<file path="src/rtl/rns_mul_seq.sv">
// RNS residue multiply sequencer: one shared modular multiplier, time-shared
// over three channels, with valid/ready handshakes on operands and results.
module rns_mul_seq #(
    parameter int RW = 3
) (
    input  logic          clk,
    input  logic          rst_n,
    input  logic          in_valid,
    output logic          in_ready,
    input  logic [RW-1:0] in_a1,
    input  logic [RW-1:0] in_a2,
    input  logic [RW-1:0] in_a3,
    input  logic [RW-1:0] in_b1,
    input  logic [RW-1:0] in_b2,
    input  logic [RW-1:0] in_b3,
    input  logic [RW-1:0] in_m1,
    input  logic [RW-1:0] in_m2,
    input  logic [RW-1:0] in_m3,
    output logic [RW-1:0] mul_res1,
    output logic [RW-1:0] mul_res2,
    output logic [RW-1:0] mul_moduli,
    input  logic [RW-1:0] mul_out,
    output logic [1:0]    mul_sel,
    output logic          out_valid,
    input  logic          out_ready,
    output logic [RW-1:0] out_p1,
    output logic [RW-1:0] out_p2,
    output logic [RW-1:0] out_p3,
    output logic          out_err
);

    typedef enum logic [2:0] {
        S_IDLE,
        S_CH1,
        S_CH2,
        S_CH3,
        S_DONE
    } state_t;

    localparam logic [RW-1:0] M_MIN = RW'(2);

    state_t                 state_q, state_d;
    logic [2:0][RW-1:0]     a_q, a_d;
    logic [2:0][RW-1:0]     b_q, b_d;
    logic [2:0][RW-1:0]     m_q, m_d;
    logic [2:0][RW-1:0]     p_q, p_d;
    logic                   err_q, err_d;
    logic                   illegal;

    always_comb begin
        illegal = 1'b0;
        for (int i = 0; i < 3; i++) begin
            if (m_q[i] < M_MIN || a_q[i] >= m_q[i] || b_q[i] >= m_q[i])
                illegal = 1'b1;
        end
    end

    always_comb begin
        state_d = state_q;
        a_d     = a_q;
        b_d     = b_q;
        m_d     = m_q;
        p_d     = p_q;
        err_d   = err_q;
        unique case (state_q)
            S_IDLE: begin
                if (in_valid) begin
                    a_d     = {in_a3, in_a2, in_a1};
                    b_d     = {in_b3, in_b2, in_b1};
                    m_d     = {in_m3, in_m2, in_m1};
                    state_d = S_CH1;
                end
            end
            S_CH1: begin
                p_d[0]  = mul_out;
                state_d = S_CH2;
            end
            S_CH2: begin
                p_d[1]  = mul_out;
                state_d = S_CH3;
            end
            S_CH3: begin
                // Flag is captured together with the last product.
                p_d[2]  = mul_out;
                err_d   = illegal;
                state_d = S_DONE;
            end
            S_DONE: begin
                if (out_ready)
                    state_d = S_IDLE;
            end
            default: state_d = S_IDLE;
        endcase
    end

    always_comb begin
        mul_sel    = 2'd0;
        mul_res1   = '0;
        mul_res2   = '0;
        mul_moduli = '0;
        unique case (state_q)
            S_CH1: begin
                mul_sel    = 2'd1;
                mul_res1   = a_q[0];
                mul_res2   = b_q[0];
                mul_moduli = m_q[0];
            end
            S_CH2: begin
                mul_sel    = 2'd2;
                mul_res1   = a_q[1];
                mul_res2   = b_q[1];
                mul_moduli = m_q[1];
            end
            S_CH3: begin
                mul_sel    = 2'd3;
                mul_res1   = a_q[2];
                mul_res2   = b_q[2];
                mul_moduli = m_q[2];
            end
            default: ;
        endcase
    end

    always_ff @(posedge clk or negedge rst_n) begin
        if (!rst_n) begin
            state_q <= S_IDLE;
            a_q     <= '0;
            b_q     <= '0;
            m_q     <= '0;
            p_q     <= '0;
            err_q   <= 1'b0;
        end else begin
            state_q <= state_d;
            a_q     <= a_d;
            b_q     <= b_d;
            m_q     <= m_d;
            p_q     <= p_d;
            err_q   <= err_d;
        end
    end

    assign in_ready  = (state_q == S_IDLE);
    assign out_valid = (state_q == S_DONE);
    assign out_p1    = p_q[0];
    assign out_p2    = p_q[1];
    assign out_p3    = p_q[2];
    assign out_err   = err_q;

endmodule

</file>
<file path="config.mk">
export PLATFORM = sky130hd
export DESIGN_NAME = rns_mul_seq
export DESIGN_NICKNAME = d
export VERILOG_FILES = /design/src/rtl/rns_mul_seq.sv
export SDC_FILE = /design/constraint.sdc
export NUM_CORES = 1
export LEC_CHECK = 0
export CAP_MARGIN = 30
export CELL_PAD_IN_SITES_DETAIL_PLACEMENT = 1
export CELL_PAD_IN_SITES_GLOBAL_PLACEMENT = 2
export CORE_MARGIN = 1
export CORE_UTILIZATION = 32
export DETAILED_ROUTE_END_ITERATION = 16
export PLACE_DENSITY = 0.89
export SLEW_MARGIN = 20
export SYNTH_ARGS = -nofsm -noshare
export SYNTH_HDL_FRONTEND = slang
export SYNTH_SLANG_ARGS = --single-unit
</file>
<file path="constraint.sdc">
create_clock -name clk -period 2.44 [get_ports clk]
set_clock_uncertainty 0.05 [all_clocks]
set_input_delay 0.366 -clock clk [delete_from_list [all_inputs] [get_ports clk]]
set_output_delay 0.366 -clock clk [all_outputs]
set_load 0.02 [all_outputs]
</file>
==> impl_metrics.env <==
export IMPL_grt_pass1_vias=1769
export IMPL_gr_usage_met1_pct=21.35
export IMPL_htree_num_levels=2
export IMPL_power_density_nw_per_um2=1396
export IMPL_setup_worst_path_class="flip-flop to output port"
export IMPL_tritoncts="yes"
export IMPL_cp_slowest_cell="clkdlybuf4s50_1"
export IMPL_clock_sinks=40
export IMPL_dominant_synthesized_flop_cell="dfrtp_1"
export IMPL_rsz0062_at_grt="no"
export IMPL_cts_made_buffers=5
export IMPL_number_of_fill_cells=716
export IMPL_power_report_internal_total_mw=2.373
export IMPL_grt_start_max_net_pins=41
export IMPL_grt_overflow_total=0
export IMPL_timing_final_crit_share_pct=96.73
export IMPL_detailedRoute_firstIterationViolations=72
export IMPL_async_reset_ff_share_pct=100.0
export IMPL_min_delay_path_depth=1
export IMPL_grt_busiest_layer="met2"
export IMPL_p_clk_share_pct=11.7
export IMPL_gr_usage_met2_pct=25.42
export IMPL_placer_congestion_estimate=0.7491
export IMPL_arrival_ns=1.94
export IMPL_drcViolationCount=0
export IMPL_outcome="finished, final reports clean"
export IMPL_netlist_area_leader_share_pct=46.87
export IMPL_floorplan_core_area_sq_um=6386
export IMPL_hold_viol=0
export IMPL_p_leak_nw=1.308
export IMPL_ioPinCount=57
export IMPL_period_minus_slack_ns=2.360
export IMPL_yosys_register_bits=40
export IMPL_synth_edf_count=0
export IMPL_power_sequential_fraction_pct=31.7
export IMPL_syn_instance_count=199
export IMPL_synth_sequential_area_ratio_pct=46.87
export IMPL_synth_top_cells_by_area="dfrtp_1, ha_1, mux2_1"
export IMPL_start_util_pct=33.44
export IMPL_netlist_area_sq_um=2136
export IMPL_maxCapViolCount=0
export IMPL_worst_endpoint_required_ns=2.02
export IMPL_hold_path_class="flip-flop to flip-flop"
export IMPL_synth_top_area_cell="dfrtp_1"
export IMPL_power_switching_share_pct=41.34
export IMPL_fmax_mhz=423.7
export IMPL_clk_pin_slew_worst_paths_ns=0.08
export IMPL_routed_wirelength_um=5181
export IMPL_max_slew_worst_pin_slew_ns=0.5844
export IMPL_syn_area_per_cell_sq_um=10.73
export IMPL_power_net_switching_mw=1.672
export IMPL_area_growth_synth_to_final_pct=35.68
export IMPL_fp_row_count=29
export IMPL_slew_headroom_pct=61.04
export IMPL_insertion_delay_ns=0.30
export IMPL_power_share_combinational_pct=56.5
export IMPL_worst_setup_path_end_kind="output port"
export IMPL_antenna_violating_nets_left=0
export IMPL_first_pass_grt_wire_length_um=8811
export IMPL_drive_gt1_share_pct=12.31
export IMPL_report_final_slew_viol_count=0
export IMPL_dp_worst_setup_slack_ns=0.3153
export IMPL_setup_total_negative_slack_ns=0
export IMPL_die_area_sq_um=7005
export IMPL_worstRegToRegCells=3
export IMPL_first_pass_iters=4
export IMPL_grtUsageTotal_pct=15.99
export IMPL_die_w_um=83.70
export IMPL_routed_wire_length_per_instance_um=15.37
export IMPL_seq_area_sq_um=1001
export IMPL_syn_nets=251
export IMPL_routed_via_density=4.955
export IMPL_number_of_antenna_violations_at_the_first_check_in_global_routing=0
export IMPL_cts_root_buf="clkbuf_8"
export IMPL_floorplan_die_height_um=83.70
export IMPL_crit_path_start_kind="flip-flop"
export IMPL_ir_worst_vdd_uv=609.5
export IMPL_insertedDiodeCount=0
export IMPL_ctsLongestPathBuffers=2
export IMPL_layout_net_count=312
export IMPL_dr_total_vias=1670
export IMPL_cp_cell_sequence="buf_4, mux2_2, a22oi_1, nor2_1, clkdlybuf4s50_1"
export IMPL_ys_types=29
export IMPL_place_hpwl_um=3992
export IMPL_worst_case_setup_margin_in_the_final_layout_ns=0.07968
export IMPL_post_cts_setup_buffers=0
export IMPL_synthesis_yosys_warnings=0
export IMPL_grtUsageMet3_pct=4.352
export IMPL_place_port_buffers=56
export IMPL_critPathMaxStageDelay_ns=0.56
export IMPL_setup_viol=0
export IMPL_cp_max_fo=6
export IMPL_multi_input_area_sq_um=1027
==> kinds of logic after synthesis <==
logic type               synth area share, %
AND/OR/NAND/NOR                        10.66
AO/OA/AOI/OAI                          11.07
flip-flops                             46.87
multiplexers                           15.29
buffers and inverters                  5.155
adder cells (fa/ha/maj)                10.55
XOR/XNOR                              0.4102
==> state kept, by name, summed over array words and instances, names as in the netlist <==
register / cells
a_q: 9
b_q: 9
m_q: 9
out_p1: 3
out_p2: 3
out_p3: 3
state_q: 3
out_err: 1
==> Yosys cell counts (2+ instances only) <==
master	instances
a22oi_1	9
o21ai_0	11
mux2_2	14
and2b_1	2
inv_1	13
nand2_1	19
nor4_1	2
a21oi_1	5
buf_2	4
buf_6	3
clkbuf_1	2
mux2_1	15
dfrtp_1	40
o21ai_1	10
nand2b_1	2
nor2b_1	2
ha_1	18
nor2_1	17
==> what timing repair did <==
item,CTS,global route
pin swaps,0,0
hold buffers,0,1
resized for setup,2,4
endpoints found under the hold margin,0,14
setup endpoints to repair,2,4
==> stage by stage <==
stage / total power, mW / instance area, sq um / hold slack [ns] / util, % / std cells
4_1_cts: 4.119 / 2858 / 0.1750 / 44.75 / 335
5_1_grt: 4.409 / 2898 / 0.4782 / 45.38 / 337
6_report: 4.045 / 2898 / 0.4584 / 45.38 / 337
3_3_place_gp: 3.565 / 2764 / 0.4395 / 43.28 / 328
3_5_place_dp: 3.635 / 2764 / 0.4479 / 43.28 / 328
2_1_floorplan: 2.716 / 2136 / 0.02041 / - / 199
==> power by group through the flow <==
stage	combinational [mW]	clock, mW	sequential [mW]
after floorplan	1.43	0	1.29
after detailed placement	2.34	0	1.30
after global placement	2.27	0	1.30
after global routing	2.55	0.516	1.34
after CTS	2.34	0.492	1.29
final	2.29	0.475	1.28
==> metal layers <==
metal	vias to the layer above	routed length, um
li1	813	-
met1	807	2487
met2	44	2398
met3	6	231
met4	0	64
met5	-	0
==> worst max-delay path: cells and delay by family, from the launching register on <==
family / cells / cell delay, ns
flip-flops: 1 / 0.37
AO/OA/AOI/OAI: 1 / 0.16
AND/OR/NAND/NOR: 1 / 0.06
multiplexers: 1 / 0.35
buffers and inverters: 2 / 0.71
==> cell type report <==
| type | count | area share, % |
|---|---|---|
| clock buffers | 7 | 3.325 |
| inverters | 13 | 1.684 |
| multi-input cells | 137 | 35.45 |
| flip-flops and latches | 40 | 34.54 |
| well taps | 77 | 3.325 |
| repair buffers | 63 | 21.68 |
==> path summary, 6_finish.rpt <==
| check | slack, ns | end | startpoint |
|---|---|---|---|
| worst max-delay path | 0.08 | mul_moduli[0] | state_q[0]$_DFFE_PN0P_ |
| worst min-delay path | 0.46 | out_p1[2]$_DFFE_PN0N_ | out_p1[2]$_DFFE_PN0N_ |
| worst max register to register | 0.63 | b_q[7]$_DFFE_PN0P_ | state_q[2]$_DFFE_PN0P_ |
| worst min register to register | 0.46 | out_p1[2]$_DFFE_PN0N_ | out_p1[2]$_DFFE_PN0N_ |
| max in group asynchronous | 1.41 | a_q[7]$_DFFE_PN0P_ | rst_n |
| min in group asynchronous | 0.47 | out_p3[1]$_DFFE_PN0N_ | rst_n |
==> cell usage in the layout (no fill, tap or decap), types with 3 or more instances in the layout <==
| cell | count |
|---|---|
| mux2_1 | 15 |
| inv_1 | 13 |
| buf_4 | 5 |
| o21ai_0 | 11 |
| mux2_2 | 14 |
| a22oi_1 | 9 |
| dlymetal6s2s_1 | 3 |
| nor2_1 | 17 |
| o21ai_1 | 10 |
| dfrtp_1 | 40 |
| a21oi_1 | 5 |
| clkbuf_8 | 7 |
| nand2_1 | 19 |
| ha_1 | 18 |
| clkdlybuf4s50_1 | 50 |
Power figures use the tool's default switching activity.
